<file path="src/rtl/mem_arbiter_if.sv">
// Fetch/data requester ports and the shared RAM port of mem_arbiter.
// The arbiter takes the slave view; the requester/RAM side takes the master view.
interface mem_arbiter_if #(
    parameter int ADDR_WIDTH = 31,
    parameter int DATA_WIDTH = 31
);
    logic                  clk_en;

    logic                  i_f_req;
    logic [ADDR_WIDTH:0]   i_f_addr;
    logic                  o_f_gnt;
    logic                  o_f_rvalid;
    logic [DATA_WIDTH:0]   o_f_rdata;

    logic                  i_d_req;
    logic                  i_d_we;
    logic [3:0]            i_d_be;
    logic [ADDR_WIDTH:0]   i_d_addr;
    logic [DATA_WIDTH:0]   i_d_wdata;
    logic                  o_d_gnt;
    logic                  o_d_rvalid;
    logic [DATA_WIDTH:0]   o_d_rdata;

    logic                  o_mem_req;
    logic                  o_mem_we;
    logic [3:0]            o_mem_be;
    logic [ADDR_WIDTH:0]   o_mem_addr;
    logic [DATA_WIDTH:0]   o_mem_wdata;
    logic [DATA_WIDTH:0]   i_mem_rdata;

    modport slave (
        input  clk_en,
        input  i_f_req, i_f_addr,
        output o_f_gnt, o_f_rvalid, o_f_rdata,
        input  i_d_req, i_d_we, i_d_be, i_d_addr, i_d_wdata,
        output o_d_gnt, o_d_rvalid, o_d_rdata,
        output o_mem_req, o_mem_we, o_mem_be, o_mem_addr, o_mem_wdata,
        input  i_mem_rdata
    );

    modport master (
        output clk_en,
        output i_f_req, i_f_addr,
        input  o_f_gnt, o_f_rvalid, o_f_rdata,
        output i_d_req, i_d_we, i_d_be, i_d_addr, i_d_wdata,
        input  o_d_gnt, o_d_rvalid, o_d_rdata,
        input  o_mem_req, o_mem_we, o_mem_be, o_mem_addr, o_mem_wdata,
        output i_mem_rdata
    );
endinterface

</file>
<file path="src/rtl/mem_arbiter.sv">
// Round-robin arbiter sharing one single-cycle-latency RAM port between a
// fetch (read-only) requester and a data (read/write) requester.
module mem_arbiter #(
    parameter int ADDR_WIDTH = 31,
    parameter int DATA_WIDTH = 31
) (
    input  logic          clk,
    input  logic          rst,
    mem_arbiter_if.slave  bus
);
    typedef enum logic [1:0] {
        IDLE   = 2'd0,
        RESP_F = 2'd1,
        RESP_D = 2'd2
    } state_t;

    state_t state, state_nxt;
    logic   last_gnt_d;   // 1: data was granted last, so fetch wins the next tie
    logic   gnt_f, gnt_d;

    always_ff @(posedge clk or negedge rst) begin
        if (!rst) begin
            state      <= IDLE;
            last_gnt_d <= 1'b1;
        end else if (bus.clk_en) begin
            state <= state_nxt;
            if (gnt_f)
                last_gnt_d <= 1'b0;
            else if (gnt_d)
                last_gnt_d <= 1'b1;
        end
    end

    always_comb begin
        gnt_f           = 1'b0;
        gnt_d           = 1'b0;
        state_nxt       = state;
        bus.o_f_rvalid  = 1'b0;
        bus.o_f_rdata   = {(DATA_WIDTH+1){1'b0}};
        bus.o_d_rvalid  = 1'b0;
        bus.o_d_rdata   = {(DATA_WIDTH+1){1'b0}};
        bus.o_mem_req   = 1'b0;
        bus.o_mem_we    = 1'b0;
        bus.o_mem_be    = 4'b0000;
        bus.o_mem_addr  = {(ADDR_WIDTH+1){1'b0}};
        bus.o_mem_wdata = {(DATA_WIDTH+1){1'b0}};

        unique case (state)
            IDLE: begin
                // rst gates grants so the RAM port is quiet while reset is held
                if (rst && bus.clk_en) begin
                    if (bus.i_f_req && bus.i_d_req) begin
                        gnt_f = last_gnt_d;
                        gnt_d = !last_gnt_d;
                    end else begin
                        gnt_f = bus.i_f_req;
                        gnt_d = bus.i_d_req;
                    end
                end
                if (gnt_f) begin
                    bus.o_mem_req  = 1'b1;
                    bus.o_mem_be   = 4'b1111;
                    bus.o_mem_addr = bus.i_f_addr;
                    state_nxt      = RESP_F;
                end else if (gnt_d) begin
                    bus.o_mem_req   = 1'b1;
                    bus.o_mem_we    = bus.i_d_we;
                    bus.o_mem_be    = bus.i_d_be;
                    bus.o_mem_addr  = bus.i_d_addr;
                    bus.o_mem_wdata = bus.i_d_wdata;
                    if (!bus.i_d_we)
                        state_nxt = RESP_D;
                end
            end
            RESP_F: begin
                bus.o_f_rvalid = 1'b1;
                bus.o_f_rdata  = bus.i_mem_rdata;
                state_nxt      = IDLE;
            end
            RESP_D: begin
                bus.o_d_rvalid = 1'b1;
                bus.o_d_rdata  = bus.i_mem_rdata;
                state_nxt      = IDLE;
            end
            default: state_nxt = IDLE;
        endcase
    end

    assign bus.o_f_gnt = gnt_f;
    assign bus.o_d_gnt = gnt_d;
endmodule
</file>
<file path="src/flat_wrapper.sv">
// flat-port wrapper written by rule: the top's interface ports become plain ports
module mem_arbiter_flat 
#(
    parameter int ADDR_WIDTH = 31,
    parameter int DATA_WIDTH = 31
)
  (clk, rst, bus_clk_en, bus_i_f_req, bus_i_f_addr, bus_o_f_gnt, bus_o_f_rvalid, bus_o_f_rdata, bus_i_d_req, bus_i_d_we, bus_i_d_be, bus_i_d_addr, bus_i_d_wdata, bus_o_d_gnt, bus_o_d_rvalid, bus_o_d_rdata, bus_o_mem_req, bus_o_mem_we, bus_o_mem_be, bus_o_mem_addr, bus_o_mem_wdata, bus_i_mem_rdata);
  mem_arbiter_if #(.ADDR_WIDTH(ADDR_WIDTH), .DATA_WIDTH(DATA_WIDTH)) bus_i ();
  input  logic clk;
  input  logic rst;
  input wire logic [$bits(bus_i.clk_en)-1:0] bus_clk_en;
  input wire logic [$bits(bus_i.i_f_req)-1:0] bus_i_f_req;
  input wire logic [$bits(bus_i.i_f_addr)-1:0] bus_i_f_addr;
  output wire logic [$bits(bus_i.o_f_gnt)-1:0] bus_o_f_gnt;
  output wire logic [$bits(bus_i.o_f_rvalid)-1:0] bus_o_f_rvalid;
  output wire logic [$bits(bus_i.o_f_rdata)-1:0] bus_o_f_rdata;
  input wire logic [$bits(bus_i.i_d_req)-1:0] bus_i_d_req;
  input wire logic [$bits(bus_i.i_d_we)-1:0] bus_i_d_we;
  input wire logic [$bits(bus_i.i_d_be)-1:0] bus_i_d_be;
  input wire logic [$bits(bus_i.i_d_addr)-1:0] bus_i_d_addr;
  input wire logic [$bits(bus_i.i_d_wdata)-1:0] bus_i_d_wdata;
  output wire logic [$bits(bus_i.o_d_gnt)-1:0] bus_o_d_gnt;
  output wire logic [$bits(bus_i.o_d_rvalid)-1:0] bus_o_d_rvalid;
  output wire logic [$bits(bus_i.o_d_rdata)-1:0] bus_o_d_rdata;
  output wire logic [$bits(bus_i.o_mem_req)-1:0] bus_o_mem_req;
  output wire logic [$bits(bus_i.o_mem_we)-1:0] bus_o_mem_we;
  output wire logic [$bits(bus_i.o_mem_be)-1:0] bus_o_mem_be;
  output wire logic [$bits(bus_i.o_mem_addr)-1:0] bus_o_mem_addr;
  output wire logic [$bits(bus_i.o_mem_wdata)-1:0] bus_o_mem_wdata;
  input wire logic [$bits(bus_i.i_mem_rdata)-1:0] bus_i_mem_rdata;
  assign bus_i.clk_en = bus_clk_en;
  assign bus_i.i_f_req = bus_i_f_req;
  assign bus_i.i_f_addr = bus_i_f_addr;
  assign bus_o_f_gnt = bus_i.o_f_gnt;
  assign bus_o_f_rvalid = bus_i.o_f_rvalid;
  assign bus_o_f_rdata = bus_i.o_f_rdata;
  assign bus_i.i_d_req = bus_i_d_req;
  assign bus_i.i_d_we = bus_i_d_we;
  assign bus_i.i_d_be = bus_i_d_be;
  assign bus_i.i_d_addr = bus_i_d_addr;
  assign bus_i.i_d_wdata = bus_i_d_wdata;
  assign bus_o_d_gnt = bus_i.o_d_gnt;
  assign bus_o_d_rvalid = bus_i.o_d_rvalid;
  assign bus_o_d_rdata = bus_i.o_d_rdata;
  assign bus_o_mem_req = bus_i.o_mem_req;
  assign bus_o_mem_we = bus_i.o_mem_we;
  assign bus_o_mem_be = bus_i.o_mem_be;
  assign bus_o_mem_addr = bus_i.o_mem_addr;
  assign bus_o_mem_wdata = bus_i.o_mem_wdata;
  assign bus_i.i_mem_rdata = bus_i_mem_rdata;
  mem_arbiter #(.ADDR_WIDTH(ADDR_WIDTH), .DATA_WIDTH(DATA_WIDTH)) u_core (.clk(clk), .rst(rst), .bus(bus_i));
endmodule
</file>
<file path="config.mk">
export PLATFORM = sky130hd
export DESIGN_NAME = mem_arbiter_flat
export DESIGN_NICKNAME = d
export VERILOG_FILES = /design/src/rtl/mem_arbiter_if.sv /design/src/rtl/mem_arbiter.sv /design/src/flat_wrapper.sv
export SDC_FILE = /design/constraint.sdc
export NUM_CORES = 1
export LEC_CHECK = 0
export CORE_AREA = 3 3 107 109
export CTS_CLUSTER_SIZE = 16
export DETAILED_ROUTE_END_ITERATION = 7
export DIE_AREA = 0 0 110 112
export PLACE_DENSITY_LB_ADDON = 0.25
export SLEW_MARGIN = 20
export SYNTH_ARGS = -nofsm -noshare
export SYNTH_HDL_FRONTEND = slang
export SYNTH_SLANG_ARGS = --single-unit
</file>
<file path="constraint.sdc">
create_clock -name clk -period 1.8 [get_ports clk]
set_input_delay 0.36 -clock clk [delete_from_list [all_inputs] [get_ports clk]]
set_output_delay 0.36 -clock clk [all_outputs]
set_load 0.1 [all_outputs]
</file>
# Yosys cells after proc, flatten, opt, wreduce, memory -nomap -nowiden
# Index checks and enable logic that the tools add are counted.
[word_totals] ff_bits=3 elab_cells=46 output_inout_bits=138 inputBits=138
[op_classes] mux=33 n_eq_ne=4 reduce_logical=7
[ops] operator="32-bit 2-to-1 mux" count=8
[ops] operator="1-bit 2-to-1 mux" count=18
[ops] operator="4-bit 2-to-1 mux" count=3
[ops] operator="2-bit 2-to-1 mux" count=4
[ops] operator="3-bit by 1-bit inequality test with 1-bit output, second input constant" count=1
[ops] operator="3-bit by 2-bit inequality test with 1-bit output, second input constant" count=1
[ops] operator="3-bit AND reduction" count=1
[ops] operator="2-bit by 1-bit equality test with 1-bit output, second input constant" count=1
[ops] operator="2-bit equality test, second input constant" count=1
[ops] operator="1-bit logical AND" count=2
[ops] operator="2-bit zero test" count=1
[ops] operator="2-bit AND reduction" count=1
[ops] operator="2-bit nonzero test" count=1
[ops] operator="1-bit zero test" count=1

# Depth between registers and ports, before layout
[depth] depth_word=7 mapped_depth=6 depth_no_buf=3

# Worst setup path after synthesis
# Ideal clock, no wire load.
[synth_path] path_type="reg-to-output" start="reg u_core.state[0]" end="out bus_o_mem_addr[28]" path_slack_ns=-0.997 n_path_buf=3 path_stages_with_launch=7 required_ns=1.440 arrival_ns=2.437 path_cell_list="dfrtp_1 -> buf_2 -> nor2_4 -> buf_4 -> buf_6 -> nand2_1 -> o22ai_1"
[synth_via] elab_chain_cells=2
[synth_lines] element="start, declared" line="mem_arbiter.sv:17" text="state_t state, state_nxt;"
[synth_lines] element="start signal, assigned" line="mem_arbiter.sv:26" text="state <= state_nxt;"
[synth_lines] element="2-bit zero test" line="mem_arbiter.sv:48" text="unique case (state)"
[synth_lines] element="32-bit 2-to-1 mux" line="mem_arbiter.sv:48"
[synth_lines] element="end, declared" line="flat_wrapper.sv:28" text="output wire logic [$bits(bus_i.o_mem_addr)-1:0] bus_o_mem_addr;"
# Every way passes these cells.

# Worst setup path after layout
[layout_path] start="reg u_core.last_gnt_d" end="out bus_o_mem_addr[29]"
[layout_via] elab_chain_cells=7 word_cells_on_any_way=10 classes_between="mux (9); reduce/logical (1)"
[layout_lines] element="start, declared" line="mem_arbiter.sv:18" text="logic last_gnt_d;"
[layout_lines] element="start signal, assigned" line="mem_arbiter.sv:24" text="last_gnt_d <= 1'b1;"
[layout_lines] element="start signal, assigned" line="mem_arbiter.sv:28" text="last_gnt_d <= 1'b0;"
[layout_lines] element="start signal, assigned" line="mem_arbiter.sv:30" text="last_gnt_d <= 1'b1;"
[layout_lines] element="1-bit zero test" line="mem_arbiter.sv:54" text="gnt_d = !last_gnt_d;"
[layout_lines] element="1-bit 2-to-1 mux" line="mem_arbiter.sv:52" text="if (bus.i_f_req && bus.i_d_req) begin"
[layout_lines] element="1-bit 2-to-1 mux" line="mem_arbiter.sv:51" text="if (rst && bus.clk_en) begin"
[layout_lines] element="1-bit 2-to-1 mux" line="mem_arbiter.sv:48"
[layout_lines] element="32-bit 2-to-1 mux" line="mem_arbiter.sv:65" text="end else if (gnt_d) begin"
[layout_lines] element="32-bit 2-to-1 mux (*)" line="mem_arbiter.sv:60" text="if (gnt_f) begin"
[layout_lines] element="32-bit 2-to-1 mux (*)" line="mem_arbiter.sv:48"
# Mark *: on every way between the ends. The rest lies on a longest branch, timed or not. The select of a mux whose other input is x is not followed.

==> results by group <==
Status
  • Status: complete, but fails checks
  • Failing checks: negative setup slack

Synth
  • Syn nets: 396
  • Ranking of synthesized cells by area: and3_1, nand2_1, o22ai_1
  • Mapped Cells: 258
  • Netlist Area Pre-Place: 1540 µm²
  • Post-synthesis register bit count: 3
  • Seq/Total Area, Yosys: under 10%
  • Warnings from Yosys: 0
  • Syn_area_per_cell: 5.97 µm²
  • Yosys top cell by area: and3_1
  • Synth unique cells: 20
  • Post-synth top area share: 40.2%

Routing
  • WL final: 13.2 mm
  • Pre-Repair DR Iteration Count: 4
  • Antenna viol nets, final: 0
  • Vias/cell: 4.65
  • WL/cell: approximately 19 µm
  • Via count: 3194
  • Initial drt markers: 125
  • DRC viols: 0

Timing
  • Final-report max-slew violation count: 0
  • Aggregate negative setup slack: -10490 ps
  • Max Fclk: 0.505 GHz
  • Tightest Pin Transition: 268 ps
  • Setup violators final: slightly below 90
  • Tcrit/Tclk final: 110%
  • Setup WS post-layout: -180 ps
  • Post-layout minimum cycle time: between 1500 and 2000 ps
  • Final hold vios: 0
  • Clock Skews: 2.94 ps
  • Max_slew headroom: 82.1%
  • RSZ-0062 raised after global routing: true

Worst setup path
  • Startpoint types: flip-flop
  • Crit path DAT: 1620 ps
  • Crit. End Element: primary output
  • CP Data Required Time: roughly 1400 ps
  • Setup Crit Path Kind: flip-flop to primary output
  • Crit-path max FO: 10
  • Flop-to-flop setup slack: 480 ps

CTS
  • TritonCTS Buffers: 3
  • Clk sinks: 3
  • TritonCTS clock tree: yes
  • Clock root buffer: clkbuf_8
  • H-tree depth: 1
  • CTS max path bufs: 2
  • Post-CTS Hold Buffers: 0
  • Clk slew on worst S/H paths: 30 ps
  • Worst-Skew Late Latency: approximately 220 ps

Cells and area
  • Most common cell after layout, fill and taps aside: buf_12
  • ANT cells: 0
  • Final net count: 686
  • Area growth syn-to-layout: 360%
  • Most frequent cells in the layout: buf_12, clkdlybuf4s50_1, and3_2, nand2_1, o22ai_4
  • Cell Count, Final, Fillers Out: ~690
  • Post-route cell area: between 7000 and 8000 µm²
  • Layout cells sized above 1: 62.7%

Power
  • Pwr Total: 3.37 mW
  • Peak VDD IR: 0.000198 V
  • Lkg Pwr: 3.01 nW
  • Power Dens Cells: 476 nW/µm²

Floorplanning
  • Die height: 112 µm
  • Initial Utilization: 14.4%
  • Top-level I/O count: 276
  • Die X: 110 µm
  • Core Region: about 11000 µm²
  • Die area: 12300 µm²
  • Row cnt: 38

Global routing
  • Number of global-route vias before repair: 3391
  • First-pass GRT wire length: 19.1 mm
  • Largest net degree at the start of global routing: 38
  • Grt ovf: 0
  • GRT Util Overall: 19.9%
  • Initial antenna violation count: 0

Placed design
  • Hpwl dp: 9.79 mm
  • Post-Place Setup Slack: -428 ps
  • Area of placed instances: 6510 µm²
  • Port Buffers: 275
  • RePlAce Congestion: 0.806
  • # placed instances: 662

Job
  • Max_cap viols: 0

Worst hold path
  • Hold Path Class: input pin to asynchronous set/reset pin
## per-layer routing
| metal | wire [µm] | global-route usage [%] |
|---|---|---|
| met1 | 4500 | 20.9 |
| met5 | 0 | 0 |
| met2 | 7540 | 39.0 |
| met3 | 955 | 4.35 |
| met4 | 215 | 4.41 |
## layout make-up
cell class | count | area [µm²]
timing repair buffer | 316 | 4810
fill | 812 | 3610
multi-input combinational | 222 | 1960
tap | 140 | 175
sequential | 3 | 76.3
clock buffer | 4 | 45.0
inverter | 2 | 17.5
## worst max-delay path, cell delays in order (launching register included)
cell and delay [ps]:
dfstp_2 540, nand2b_4 150, nand2_8 110, buf_16 190, o22ai_4 200, buf_12 200
## registers in the layout (all words and copies together), names as in the netlist
| name | flops |
|---|---|
| u_core.last_gnt_d | 1 |
| u_core.state | 2 |
## synth_stat cells (all sizes together)
cell,count
o22ai,33
a31oi,1
nand2,68
and2,1
o32ai,1
nand3,4
buf,19
inv,2
clkbuf,15
dfrtp,2
nand2b,1
a21oi,6
and3,99
nor2,5
dfstp,1
## power breakdown
part	internal, mW	switching [mW]	leakage (nW)
clock	0.151	0.0451	0.0228
sequential	0.0832	0.0106	0.0375
combinational	1.27	1.81	2.95
total	1.51	1.86	3.01
## metrics by stage
| stage | hold WS (ps) | util, % |
|---|---|---|
| floorplan | 64.4 | - |
| global placement | 530 | 60.8 |
| detailed placement | 537 | 60.8 |
| CTS | 145 | 65.0 |
| global route | 50.6 | 66.2 |
| finish | 59.6 | 66.2 |
## what timing repair did
| item | CTS | global route |
|---|---|---|
| cloned | 11 | 5 |
| gates resized for setup | 42 | 20 |
| pin swaps | 19 | 4 |
| setup endpoints to repair | 137 | 137 |
| buffers inserted | 4 | 3 |
## kinds of logic (layout without fill, tap and decap cells)
group / count (synthesis) / in the layout / share of synthesized area [%]
AND/OR/NAND/NOR: 178 / 181 / 61.0
AO/OA/AOI/OAI: 41 / 41 / 20.4
buffers and inverters: 36 / 322 / 13.6
flip-flops: 3 / 3 / 4.95
## path summary, 6_finish.rpt
| check | from | endpoint | cells after the start |
|---|---|---|---|
| min in group clk | bus_clk_en | u_core.state[0] | 3 |
| min reg2reg | u_core.last_gnt_d | u_core.last_gnt_d | 2 |
| min | rst | u_core.state[1] | 2 |
| max in group asynchronous | rst | u_core.last_gnt_d | 2 |
| max reg2reg | u_core.state[1] | u_core.state[1] | 5 |
| max | u_core.last_gnt_d | bus_o_mem_addr[29] | 5 |
Power figures use the tool's default switching activity.
